## src/rtl/div_pkg.sv

```systemverilog
// Shared types and helpers for the sequential divider.
// Holds the FSM state enum and the magnitude helper.
package div_pkg;

  localparam int MAX_W = 64;
  localparam int ST_W  = 2;

  typedef enum logic [ST_W-1:0] {
    IDLE,
    RUN,
    FIX
  } state_e;

  // value must arrive sign-extended to MAX_W when is_signed=1
  function automatic logic [MAX_W-1:0] abs_w(
    input logic [MAX_W-1:0] value,
    input logic             is_signed
  );
    return (is_signed && value[MAX_W-1]) ? -value : value;
  endfunction

endpackage

```

## src/rtl/seq_divider_if.sv

```systemverilog
// Request/result bundle for seq_divider.
// master: requester (start, operands); slave: divider (status, results).
interface seq_divider_if #(
  parameter int W = 32
);
  logic           start;
  logic           is_signed;
  logic [W-1:0]   dividend;
  logic [W-1:0]   divisor;
  logic           busy;
  logic           done;
  logic           div_by_zero;
  logic [W-1:0]   quotient;
  logic [W-1:0]   remainder;
  logic [2*W-1:0] z_out;

  modport master (
    output start, is_signed, dividend, divisor,
    input  busy, done, div_by_zero,
    input  quotient, remainder, z_out
  );

  modport slave (
    input  start, is_signed, dividend, divisor,
    output busy, done, div_by_zero,
    output quotient, remainder, z_out
  );
endinterface

```

## src/rtl/div_step.sv

```systemverilog
// One restoring-division iteration (combinational).
// rem_i/quo_i/dvs_i in; shifted and conditionally restored rem_o/quo_o out.
module div_step #(
  parameter int W = 32
) (
  input  logic [W-1:0] rem_i,
  input  logic [W-1:0] quo_i,
  input  logic [W-1:0] dvs_i,
  output logic [W-1:0] rem_o,
  output logic [W-1:0] quo_o
);

  logic [W:0]   sh;
  logic [W+1:0] diff;

  assign sh   = {rem_i, quo_i[W-1]};
  // extra top bit is the borrow: set when the trial went negative
  assign diff = {1'b0, sh} - {2'b00, dvs_i};

  assign rem_o = W'(diff[W+1] ? sh : diff[W:0]);
  assign quo_o = {quo_i[W-2:0], ~diff[W+1]};

endmodule

```

## src/rtl/seq_divider.sv

```systemverilog
// Multi-cycle restoring divider, one quotient bit per clock.
// clock/clear plain ports; request and results on seq_divider_if.slave.
module seq_divider
  import div_pkg::*;
#(
  parameter int W = 32
) (
  input logic          clock,
  input logic          clear,
  seq_divider_if.slave bus
);

  localparam int CNT_W = $clog2(W + 1);

  state_e           state_q, state_d;
  logic [CNT_W-1:0] cnt_q, cnt_d;
  logic [W-1:0]     rem_q, rem_d;
  logic [W-1:0]     quo_q, quo_d;
  logic [W-1:0]     dvs_q, dvs_d;
  logic             qneg_q, qneg_d;
  logic             rneg_q, rneg_d;
  logic             zdiv_q, zdiv_d;
  logic             busy_q, busy_d;
  logic             done_q, done_d;
  logic             dbz_q, dbz_d;
  logic [W-1:0]     quot_q, quot_d;
  logic [W-1:0]     remd_q, remd_d;

  logic [W-1:0]     a_mag, b_mag;
  logic [W-1:0]     rem_s, quo_s;
  logic             dvs_zero;

  assign a_mag = W'(abs_w(bus.is_signed ? MAX_W'($signed(bus.dividend))
                                        : MAX_W'(bus.dividend),
                          bus.is_signed));
  assign b_mag = W'(abs_w(bus.is_signed ? MAX_W'($signed(bus.divisor))
                                        : MAX_W'(bus.divisor),
                          bus.is_signed));
  assign dvs_zero = (bus.divisor == '0);

  div_step #(.W(W)) u_step (
    .rem_i (rem_q),
    .quo_i (quo_q),
    .dvs_i (dvs_q),
    .rem_o (rem_s),
    .quo_o (quo_s)
  );

  always_comb begin
    state_d = state_q;
    cnt_d   = cnt_q;
    rem_d   = rem_q;
    quo_d   = quo_q;
    dvs_d   = dvs_q;
    qneg_d  = qneg_q;
    rneg_d  = rneg_q;
    zdiv_d  = zdiv_q;
    busy_d  = busy_q;
    done_d  = 1'b0;
    dbz_d   = dbz_q;
    quot_d  = quot_q;
    remd_d  = remd_q;
    unique case (state_q)
      IDLE: begin
        if (bus.start) begin
          state_d = dvs_zero ? FIX : RUN;
          qneg_d  = bus.is_signed &
                    (bus.dividend[W-1] ^ bus.divisor[W-1]);
          rneg_d  = bus.is_signed & bus.dividend[W-1];
          rem_d   = '0;
          // zero divisor keeps the raw dividend for the remainder
          quo_d   = dvs_zero ? bus.dividend : a_mag;
          dvs_d   = b_mag;
          zdiv_d  = dvs_zero;
          cnt_d   = CNT_W'(W);
          busy_d  = 1'b1;
          dbz_d   = 1'b0;
        end
      end
      RUN: begin
        rem_d = rem_s;
        quo_d = quo_s;
        cnt_d = cnt_q - CNT_W'(1);
        if (cnt_q == CNT_W'(1)) state_d = FIX;
      end
      FIX: begin
        state_d = IDLE;
        busy_d  = 1'b0;
        done_d  = 1'b1;
        if (zdiv_q) begin
          quot_d = '1;
          remd_d = quo_q;
          dbz_d  = 1'b1;
        end else begin
          quot_d = qneg_q ? -quo_q : quo_q;
          remd_d = rneg_q ? -rem_q : rem_q;
        end
      end
      default: state_d = IDLE;
    endcase
  end

  always_ff @(posedge clock) begin
    if (clear) begin
      state_q <= IDLE;
      cnt_q   <= '0;
      rem_q   <= '0;
      quo_q   <= '0;
      dvs_q   <= '0;
      qneg_q  <= 1'b0;
      rneg_q  <= 1'b0;
      zdiv_q  <= 1'b0;
      busy_q  <= 1'b0;
      done_q  <= 1'b0;
      dbz_q   <= 1'b0;
      quot_q  <= '0;
      remd_q  <= '0;
    end else begin
      state_q <= state_d;
      cnt_q   <= cnt_d;
      rem_q   <= rem_d;
      quo_q   <= quo_d;
      dvs_q   <= dvs_d;
      qneg_q  <= qneg_d;
      rneg_q  <= rneg_d;
      zdiv_q  <= zdiv_d;
      busy_q  <= busy_d;
      done_q  <= done_d;
      dbz_q   <= dbz_d;
      quot_q  <= quot_d;
      remd_q  <= remd_d;
    end
  end

  assign bus.busy        = busy_q;
  assign bus.done        = done_q;
  assign bus.div_by_zero = dbz_q;
  assign bus.quotient    = quot_q;
  assign bus.remainder   = remd_q;
  assign bus.z_out       = {remd_q, quot_q};

endmodule

```

## src/flat_wrapper.sv

```systemverilog
// flat-port wrapper written by rule: the top's interface ports become plain ports
module seq_divider_flat import div_pkg::*;
#(
  parameter int W = 32
)
  (clock, clear, bus_start, bus_is_signed, bus_dividend, bus_divisor, bus_busy, bus_done, bus_div_by_zero, bus_quotient, bus_remainder, bus_z_out);
  seq_divider_if #(.W(W)) bus_i ();
  input logic clock;
  input logic clear;
  input wire logic [$bits(bus_i.start)-1:0] bus_start;
  input wire logic [$bits(bus_i.is_signed)-1:0] bus_is_signed;
  input wire logic [$bits(bus_i.dividend)-1:0] bus_dividend;
  input wire logic [$bits(bus_i.divisor)-1:0] bus_divisor;
  output wire logic [$bits(bus_i.busy)-1:0] bus_busy;
  output wire logic [$bits(bus_i.done)-1:0] bus_done;
  output wire logic [$bits(bus_i.div_by_zero)-1:0] bus_div_by_zero;
  output wire logic [$bits(bus_i.quotient)-1:0] bus_quotient;
  output wire logic [$bits(bus_i.remainder)-1:0] bus_remainder;
  output wire logic [$bits(bus_i.z_out)-1:0] bus_z_out;
  assign bus_i.start = bus_start;
  assign bus_i.is_signed = bus_is_signed;
  assign bus_i.dividend = bus_dividend;
  assign bus_i.divisor = bus_divisor;
  assign bus_busy = bus_i.busy;
  assign bus_done = bus_i.done;
  assign bus_div_by_zero = bus_i.div_by_zero;
  assign bus_quotient = bus_i.quotient;
  assign bus_remainder = bus_i.remainder;
  assign bus_z_out = bus_i.z_out;
  seq_divider #(.W(W)) u_core (.clock(clock), .clear(clear), .bus(bus_i));
endmodule
```

## config.mk

```make
export PLATFORM = sky130hd
export DESIGN_NAME = seq_divider_flat
export DESIGN_NICKNAME = d
export VERILOG_FILES = /design/src/rtl/div_pkg.sv /design/src/rtl/seq_divider_if.sv /design/src/rtl/div_step.sv /design/src/rtl/seq_divider.sv /design/src/flat_wrapper.sv
export SDC_FILE = /design/constraint.sdc
export NUM_CORES = 1
export LEC_CHECK = 0
export ABC_AREA = 1
export CAP_MARGIN = 25
export CORE_MARGIN = 4
export CORE_UTILIZATION = 47
export DETAILED_ROUTE_END_ITERATION = 16
export PLACE_DENSITY = 0.71
export SLEW_MARGIN = 5
export SYNTH_ARGS = -nofsm -noshare
export SYNTH_HDL_FRONTEND = slang
export SYNTH_SLANG_ARGS = --single-unit
```

## constraint.sdc

```tcl
create_clock -name clock -period 2.7 [get_ports clock]
set_clock_uncertainty 0.1 [all_clocks]
set_input_delay 0.54 -clock clock [delete_from_list [all_inputs] [get_ports clock]]
set_output_delay 0.54 -clock clock [all_outputs]
set_load 0.005 [all_outputs]
```

==> summary.txt <==
Data arrival, critical path -> 2.82 ns
Initial DRC Count -> 1402
slew margin rel. -> 55.6%
Fmax -> 393 MHz
post-detail-place hpwl -> 37700 µm
Gate power share -> 43.4%
clock share of power -> 25.5%
Final nets -> 2543
Gate Count Post-Synth -> 2273
power per cell area -> 594 mW/mm²
EDFF count, synth -> 0
Reg area -> 0.00348 mm²
peak supply drop -> 514 µV
sequential-to-total area share from yosys stat -> 26.0%
Slew Viols, Final -> 0
MaxCap Viol Count -> 0
gr ovfl total -> 0
DRT antenna net count -> 0
Worst setup EP type -> register
WP buf/inv -> 3
Initial Utilization -> 47.9%
most common cell after layout, fill and taps aside -> nand2_1
dominant synthesized flop cell -> dfxtp_1
Async SR Flop Fraction -> 0%
die height -> 177 µm
Top delay family on crit path -> adder cells
static leakage power -> 7.91 nW
DR vias/cell -> 5.38
Rows -> 61
maximum root-to-sink buffer count -> 2
syn avg cell area -> 5.90 µm²
RSZ-0062 raised after global routing -> no
gr usage total -> 29.8%
Seq cells post-synth -> 174
via count -> 15200
multi-input logic area -> 0.00779 mm²
1st-pass router iterations -> 5
Avg WL per Cell -> 16.9 µm
vias in the first global route -> 13800
Setup violations, final -> 0
Area growth syn-to-layout -> 22.5%
Root Buffer -> clkbuf_16
CTS tree -> built
clk slew on worst S/H paths -> 0.08 ns
Net Sw Frac -> 43.2%
maximum number of pins on one net before global-route repair -> 101
worst path required time -> 2.98 ns
total power -> 9.77 mW
Int Pwr -> 5.56 mW
worst slew pin tran -> 0.664 ns
H-tree depth reported by CTS -> 4
cts bufs inserted -> 17
status -> finished, final reports clean
share of cells above drive strength 1 -> 6.94%
I/O pin count -> 199
Slowest-stage cell, CP -> fa_1
syn nets -> 2380
Fillers -> 2866
final worst-path cycle share -> 94.1%
routed wire length -> 47900 µm
Die Area -> 0.0313 mm²
startpoint types -> register
# hold bufs at CTS -> 0
Net Switching -> 4.22 mW
crit-path cells -> inv_1 > ha_1 > fa_1 > nor2_1 > o21ai_0 > nand2_1 > inv_1 > o21bai_1 > xor2_1 > nand2_1 > nand3_1 > nand2_1 > inv_1
Syn. warnings -> 0
first-pass GRT wire length -> 74600 µm
CTS Sinks -> 174
worst setup path category -> reg -> reg
Fin. Hold Viols -> 0
Min-Delay Path Class -> reg -> reg
critical path fanouts, max -> 4
commonest cells after routing, fill and taps aside -> nand2_1 (617), inv_1 (348), nor2_1 (223)
Port Buf Inserts -> 198
CP max stage delay -> 0.44 ns
routability cong. -> 0.937
final core utilization -> 58.7%
Synth cell types -> 47
DIE WIDTH -> 177 µm
clk_lat worst skew -> 0.44 ns
Netlist Area Pre-Place -> 0.0134 mm²
antenna violations before repair -> 2
ANT cells -> 0
post-layout minimum cycle time -> 2.54 ns
DRC violations left -> 0
Fin Hold WS -> 0.366 ns
Reg power frac -> 31.2%
Core Region -> 0.0280 mm²
==> final cells by class <==
cell class / instances / area share [%]
Clock buffer: 20 / 2.78
Clock inverter: 12 / 0.738
Inverter: 357 / 8.15
Multi-Input combinational cell: 1595 / 47.4
Sequential cell: 174 / 21.2
Tap cell: 378 / 2.88
Timing Repair Buffer: 291 / 16.8
==> metrics by stage <==
| step | setup TNS, ns | area (µm²) | instances | setup WS [ns] |
|---|---|---|---|---|
| floorplan | 0 | 13400 | 2273 | 0.570 |
| global placement | -0.0194 | 15800 | 2792 | -0.00925 |
| detailed placement | -0.915 | 15800 | 2792 | -0.0639 |
| CTS | 0 | 16400 | 2824 | 0.0714 |
| global route | 0 | 16400 | 2827 | 0.00156 |
| finish | 0 | 16400 | 2827 | 0.159 |
==> cell families after synthesis <==
group	share of synthesized area [%]
buffers and inverters	16.1
AND/OR/NAND/NOR	36.0
flip-flops	26.0
adder cells (fa/ha/maj)	3.69
XOR/XNOR	3.26
AO/OA/AOI/OAI	14.9
==> sequential cells by signal, summed over array words and instances, names as in the netlist, 2 cells and up <==
register and count:
u_core.quo_q 32, u_core.state_q 2, u_core.cnt_q 6, u_core.rem_q 32, u_core.bus.remainder 32, u_core.bus.quotient 32, u_core.dvs_q 32
==> cells in the mapped netlist (2+ instances only) <==
master	instances	area (µm²)
nand2_1	617	2320
inv_1	349	1310
nor2_1	225	845
nand3_1	181	906
dfxtp_1	174	3480
a21oi_1	157	786
o21ai_0	123	616
buf_4	65	488
clkbuf_1	52	195
nand4_1	51	319
ha_1	38	475
xor2_1	37	324
nor3_1	29	145
a31oi_1	23	144
buf_2	17	85.1
o221ai_1	15	131
xnor2_1	13	114
buf_1	11	41.3
o211ai_1	10	75.1
nor2_2	9	56.3
o21bai_1	9	67.6
inv_2	8	30.0
or2_2	8	50.1
nand3b_1	6	45.0
nor4_1	6	37.5
nand2_2	5	31.3
a221oi_1	4	35.0
o21ai_1	4	20.0
o31ai_1	4	30.0
o22ai_1	3	18.8
and2_1	2	12.5
nor2_4	2	22.5
nor3_2	2	20.0
==> path summary, 6_finish.rpt <==
path                    start  slack, ns  depth (start not counted)                to
max          u_core.quo_q[31]       0.16                         13  u_core.rem_q[16]
min reg2reg   u_core.bus.busy       0.37                          2   u_core.bus.busy
max reg2reg  u_core.quo_q[31]       0.16                         13  u_core.rem_q[16]
min           u_core.bus.busy       0.37                          2   u_core.bus.busy
==> what timing repair did <==
action / CTS / global route
gates resized for setup: 0 / 7
setup buffers: 0 / 3
setup endpoints to repair: 0 / 24
==> power groups by stage <==
stage          combinational [mW]  clock [mW]  sequential, mW
4_1_cts                      4.13        2.49            3.03
6_report                     4.24        2.49            3.05
2_1_floorplan                2.82           0            2.99
3_3_place_gp                 4.06           0            3.08
3_5_place_dp                 4.10           0            3.09
5_1_grt                      4.72        2.60            3.06
==> worst register-to-register path, delay by kind of cell, from the launching register on <==
family | cells | cell delay [ns]
AO/OA/AOI/OAI | 2 | 0.30
XOR/XNOR | 1 | 0.29
adder cells (fa/ha/maj) | 2 | 0.65
buffers and inverters | 3 | 0.21
flip-flops | 1 | 0.39
AND/OR/NAND/NOR | 5 | 0.55
==> routing by layer <==
metal / track usage, % / up-vias / share of wire (%)
li1: - / 7547 / -
met1: 43.8 / 6960 / 46
met2: 46.3 / 630 / 44
met3: 3.67 / 73 / 8.2
met4: 7.80 / 0 / 2.3
met5: 0 / - / 0
(Power assumes the default switching activity.)
